--- src/rtl/regfile_mp.sv ---
// regfile_mp: parametrised multi-read-port register file with a pending-producer
// scoreboard, optional write-to-read bypass and a sequential post-reset clear engine.
// Register 0 is hardwired to zero and can never be marked pending.
module regfile_mp #(
    parameter int XLEN   = 32,
    parameter int NREGS  = 32,
    parameter int NRD    = 2,
    parameter int BYPASS = 1,
    localparam int AW    = $clog2(NREGS)
) (
    input  logic                clk,
    input  logic                rst,
    output logic                ready,
    input  logic [NRD*AW-1:0]   rd_addr,
    output logic [NRD*XLEN-1:0] rd_data,
    output logic [NRD-1:0]      rd_busy,
    input  logic                we,
    input  logic [AW-1:0]       wa,
    input  logic [XLEN-1:0]     wd,
    input  logic                issue_en,
    input  logic [AW-1:0]       issue_addr
);

    typedef enum logic {
        CLEAR,
        RUN
    } state_t;

    state_t          state;
    state_t          state_next;
    logic [AW-1:0]   clr_idx;
    logic [XLEN-1:0] regs [NREGS];
    logic [NREGS-1:0] pending;
    logic            wr_en;
    logic            iss_en;

    // Writes and issues only take effect once the clear is done, never in a reset
    // cycle, and never to register 0.
    assign wr_en  = ready && !rst && we && (wa != '0);
    assign iss_en = ready && !rst && issue_en && (issue_addr != '0);

    // State register: reset always restarts the clear sequence.
    always_ff @(posedge clk) begin
        if (rst) begin
            state <= CLEAR;
        end else begin
            state <= state_next;
        end
    end

    // Next state: leave CLEAR on the cycle the last register is being zeroed.
    always_comb begin
        state_next = state;
        if ((state == CLEAR) && (clr_idx == AW'(NREGS - 1))) begin
            state_next = RUN;
        end
    end

    // Output decode: the port is usable only in RUN.
    always_comb begin
        ready = (state == RUN);
    end

    // Clear index walks every register once per clear sequence.
    always_ff @(posedge clk) begin
        if (rst) begin
            clr_idx <= '0;
        end else if (state == CLEAR) begin
            clr_idx <= clr_idx + 1'b1;
        end
    end

    // Register array: zeroed one entry per cycle during CLEAR, written by writeback in RUN.
    always_ff @(posedge clk) begin
        if (!rst) begin
            if (state == CLEAR) begin
                regs[clr_idx] <= '0;
            end else if (wr_en) begin
                regs[wa] <= wd;
            end
        end
    end

    // Scoreboard: writeback clears, issue sets; issue is applied last so it wins a tie.
    always_ff @(posedge clk) begin
        if (rst) begin
            pending <= '0;
        end else begin
            if (wr_en) begin
                pending[wa] <= 1'b0;
            end
            if (iss_en) begin
                pending[issue_addr] <= 1'b1;
            end
        end
    end

    // Combinational read ports with optional same-cycle bypass of the writeback value.
    always_comb begin
        rd_data = '0;
        rd_busy = '0;
        for (int i = 0; i < NRD; i++) begin
            logic [AW-1:0] addr;
            addr = rd_addr[i*AW +: AW];
            if (ready && (addr != '0)) begin
                rd_data[i*XLEN +: XLEN] = regs[addr];
                rd_busy[i]              = pending[addr];
                if ((BYPASS != 0) && wr_en && (wa == addr)) begin
                    rd_data[i*XLEN +: XLEN] = wd;
                    rd_busy[i]              = iss_en && (issue_addr == addr);
                end
            end
        end
    end

endmodule

--- config.mk ---
export PLATFORM = sky130hd
export DESIGN_NAME = regfile_mp
export DESIGN_NICKNAME = d
export VERILOG_FILES = /design/src/rtl/regfile_mp.sv
export SDC_FILE = /design/constraint.sdc
export NUM_CORES = 1
export LEC_CHECK = 0
export ABC_CLOCK_PERIOD_IN_PS = 6100
export BUFFER_PORTS_ARGS = -buffer_cell sky130_fd_sc_hd__buf_2
export CAP_MARGIN = 20
export CORE_MARGIN = 2
export CORE_UTILIZATION = 45
export CTS_CLUSTER_SIZE = 12
export DETAILED_ROUTE_END_ITERATION = 7
export PLACE_DENSITY_LB_ADDON = 0.25
export SLEW_MARGIN = 40
export SYNTH_ARGS = -nofsm -noshare
export SYNTH_HDL_FRONTEND = slang
export SYNTH_SLANG_ARGS = --single-unit
--- constraint.sdc ---
create_clock -name clk -period 6.1 [get_ports clk]
set_clock_uncertainty 0.05 [all_clocks]
set_input_delay 0.305 -clock clk [delete_from_list [all_inputs] [get_ports clk]]
set_output_delay 0.305 -clock clk [all_outputs]
set_load 0.05 [all_outputs]
# Yosys cells after proc, flatten, opt, wreduce, memory -nomap -nowiden
# Memories as Yosys holds them, arrays and structs flattened.
# Index checks and enable logic that the tools add are counted.
# Widths: inputs -> output; s select.
# op_classes
add_sub_neg,1
n_mul,0
n_div,0
n_lt_le_gt_ge,6
n_eq_ne,5
shifts,0
mux,29
bitwise_logic,4
n_reduce_logical,20
# ops
cell,count
$mux 32,8
$and 32x32->32,1
$not 32->32,1
$or 32x32->32,1
$reduce_or 32->1,1
$lt 5x6->1 const B,4
$eq 5x5->1,4
$reduce_bool 5->1,4
$mux 1,16
$logic_and 1x1->1,14
$bmux 1 s5,2
$demux 1 s5,2
$ge 5x1->1 const B,2
$add 5x1->5 const B,1
$eq 5x5->1 const B,1
$mux 5,1
$logic_not 1->1,1
$not 1->1,1
# word_totals
regBits,38
latchBits,0
ram_bits,1024
rom_bits,0
wordCells,69
memories,1
# memory_table
memory,depth,width,read_ports,rd_clocked_by_memory_dff,wr,line_no,rtl
regs,32,32,2,0,1,32,logic [XLEN-1:0] regs [NREGS];

# Depth between registers and ports, before layout
# depth
ltp_word,10
depth_mapped,10
mapped_depth_nobuf,5

# Least setup slack after synthesis
# Ideal clock, no wire load.
# synth_path
path_kind,flip-flop to flip-flop
from,register state (netlist: ready)
to,"memory regs[20][0], enable pin"
setup_ns,0.421
t_arrival_ns,3.082
required_time_ns,5.629
slack_ns,2.547
stages_incl_launch_ff,6
n_path_buf,1
cell_sequence,dfxtp_1 -> nand3b_1 -> a21oi_1 -> clkbuf_1 -> a22oi_1 -> nor2_1
# synth_via
elab_chain_cells,9
elab_cells_between_ends,13
classes_between,mux: 9; reduce/logical: 4
# synth_lines
element,line_no,rtl
start: declaration,29,state_t state;
start signal: assignment,47,state <= state_next;
$logic_and 1x1->1 (3 in series),39,assign wr_en = ready && !rst && we && (wa != '0);
$mux 1,78,end else if (wr_en) begin
$mux 1,76,if (state == CLEAR) begin
$mux 1,75,if (!rst) begin
$mux 1 (not written as such),79,regs[wa] <= wd;
$reduce_or 32->1 (no line),--,
$mux 5 (no line) / $mux 1 (equally long branches),--,
end: declaration,32,
# Several ways; a longest one is shown, not always the timed one.

# Final worst setup path
# layout_path
from,register state (netlist: ready)
to,output port rd_data[13]
# layout_via
elab_chain_cells,6
elab_cells_between_ends,7
classes_between,mux: 2; reduce/logical: 5
# layout_lines
element,line_no,rtl
$logic_and 1x1->1 (3 in series),39,
$logic_and 1x1->1,108,if ((BYPASS != 0) && wr_en && (wa == addr)) begin
$mux 32,108,
$mux 32 (*),105,if (ready && (addr != '0)) begin
end: declaration,15,"output logic [NRD*XLEN-1:0] rd_data,"
# Mark *: on every way between the ends. The rest lies on a longest branch, timed or not.

==> reports/summary.txt <==
status: finished clean
core area: 112000 µm²
critical path data arrival time: 3.99 ns
largest net degree at the start of global routing: 64
Detail Route Antenna Nets: 0
clock latency on the worst-skew pair: 0.70 ns
post-detail-place hpwl: 91.5 mm
Row Count: 123
RSZ-0062 raised after global routing: false
commonest cells after routing, fill and taps aside: 1024 x edfxtp_1, 528 x mux4_2, 202 x mux2i_1
vias per inst: 6.80
Tightest Pin Transition: 0.872 ns
Power Density: 265 nW/µm²
DRT iter0 DRCs: 3658
# hold bufs at CTS: 0
CTS root buf: clkbuf_16
Worst Path Max Fanout: 32
Max VDD drop: 0.234 mV
Ports: 123
Die Y: 339 µm
Synth Flop Type: edfxtp_1
Post-synth EDFFs: 1024
die area: 115000 µm²
Area Growth Syn to Fin: 12.6%
setup bufs post-CTS: 0
Cell Area, Synth: 50600 µm²
share of total power in the clock network: 40.9%
initial antenna violation count: 2
Hold WC Path Type: in2reg
Sequential Power Share: 52.6%
Max H-tree Level: 3
Switch Pwr: 3.37 mW
gr usage total: 26.2%
area leader, netlist: edfxtp_1
Starting Density: 45.2%
CTS max path bufs: 3
1st-pass router iterations: 6
Fmax achieved: 230 MHz
Tmin final: 4.34 ns
TritonCTS Sinks: 1062
Crit Path Category: reg2out
synth top area cells: edfxtp_1 61%, mux4_2 23%, mux2i_1 4.0%, dfxtp_1 1.5%, a211oi_1 1.4%
Synth Instances: 2664
endpoints failing setup: 0
sw frac: 22.3%
hold_ws: 0.0471 ns
sequential area share after synthesis: 62.2%
CP max-delay cell: dfxtp_1
CTS tree: built
CP required: 5.74 ns
setup tns final: 0 ns
post-synthesis cell type count: 51
FF+latch count, synth: 1062
port bufs: 122
die width: 339 µm
Final Cycle Share: 71.2%
Slew HR: 41.8%
crit path cell chain: nand3b_1 -> a21o_1 -> o311ai_4 -> buf_4 -> nor3_1 -> a211o_1 -> buf_2
pre-CTS setup slack: 2.28 ns
peak per-stage delay on the critical path: 0.80 ns
most common cell after layout, fill and taps aside: edfxtp_1
WHS Path Cells: 5
Layout Nets: 2856
leakage dissipation: 16.7 nW
clk slew on worst S/H paths: 0.06 ns
synthesized area per cell: 19.0 µm²
GPL Wtd Cong: 0.836
number of synthesis warnings: 0
logic gate share of total power: 6.5%
CP startpoint kind: flip-flop
Fin. Hold Viols: 0
routed vias: 29.7k
setup ws final: 1.76 ns
fraction of layout cells with a size suffix above 1: 34.3%
first-pass GRT wire length: 217 mm
Async SR Flop Fraction: 0%
final WL: 151 mm
drt drc: 0
area share of the leading cell type in the synthesized netlist: 60.7%
Max-cap violations: 0
Syn Nets: 2722
vias in the first global route: 30.1k
CTS Buf Count: 108
Overflow after GRT: 0
CP Capture Type: output pin
R2R depth: 6
Core Util, Final: 50.9%
cts repair resizes: 0
WL/cell: 34.6 µm
fin. max-slew vios: 0
Pint: 11.8 mW
-- sequential cells by signal, indices dropped and copies added (netlist names) --
name     count
ready        1
clr_idx      5
regs      1024
pending     32
-- final cells by class --
| cell class | count | area (µm²) |
|---|---|---|
| fillers | 8940 | 55000 |
| flip-flops and latches | 1062 | 31500 |
| multi-input cells | 1378 | 18300 |
| clock buffers | 142 | 2860 |
| repair buffers | 244 | 2040 |
| well taps | 1500 | 1880 |
| clock inverters | 41 | 337 |
| inverters | 4 | 20.0 |
| diodes | 2 | 5.00 |
-- layer usage --
| metal | share of wire (%) | up-vias | track usage (%) |
|---|---|---|---|
| li1 | - | 11700 | - |
| met1 | 38 | 16000 | 35.4 |
| met2 | 50 | 1735 | 43.4 |
| met3 | 8.6 | 305 | 4.16 |
| met4 | 3.6 | 0 | 9.14 |
| met5 | 0 | - | 0 |
-- synth_stat cells, drive strengths merged, types with 4 or more instances --
cell type and n:
a211o 32, a211oi 96, a21oi 69, a221oi 4
and2 34, buf 119, clkbuf 101, dfxtp 38
edfxtp 1024, inv 4, mux2i 202, mux4 528
nand2 42, nand2b 5, nand3 9, nor2 86
nor2b 48, nor3 41, o21ai 34, o221ai 62
o22ai 31, xnor2 11, xor2 11
-- power by group through the flow --
stage               Combinational (mW)  Clock (mW)  Sequential, mW
floorplan                        0.675           0            8.10
global placement                 0.964           0            8.10
detailed placement               0.982           0            8.11
CTS                              0.985        6.25            7.95
global route                      1.03        6.53            7.95
finish                           0.983        6.19            7.95
-- per-stage QoR --
step / instances / power, mW / area, µm²
2_1_floorplan: 2664 / 8.77 / 50600
3_3_place_gp: 4156 / 9.07 / 53200
3_5_place_dp: 4184 / 9.09 / 53700
4_1_cts: 4367 / 15.2 / 56900
5_1_grt: 4372 / 15.5 / 57000
6_report: 4373 / 15.1 / 57000
-- path summary, 6_finish.rpt --
check	to	start	slack (ns)
max	rd_data[13]	ready	1.76
min	pending[26]	issue_addr[3]	0.05
min reg2reg	pending[0]	pending[0]	0.43
max reg2reg	regs[26][7]	ready	2.43
-- kinds of logic (layout without fill, tap and decap cells) --
family	count (synthesis)	in the layout	share of synthesized area, %
AOI/OAI and AO/OA	345	345	4.90
xor gates and xnor gates	22	22	0.381
adders and majority gates	2	2	0.0494
buffers and inverters	224	431	2.23
DFF	1062	1062	62.2
muxes	730	730	27.5
other	0	2	0
and+or+nand+nor	279	279	2.72
-- worst max-delay path, delay by kind of cell (launching register included) --
kind                   cells  cell delay, ns
AND/OR/NAND/NOR            2            0.51
AO/OA/AOI/OAI              3            1.03
flip-flops                 1            0.80
buffers and inverters      2            0.90
Note: power is estimated with default switching activity, not from simulation.
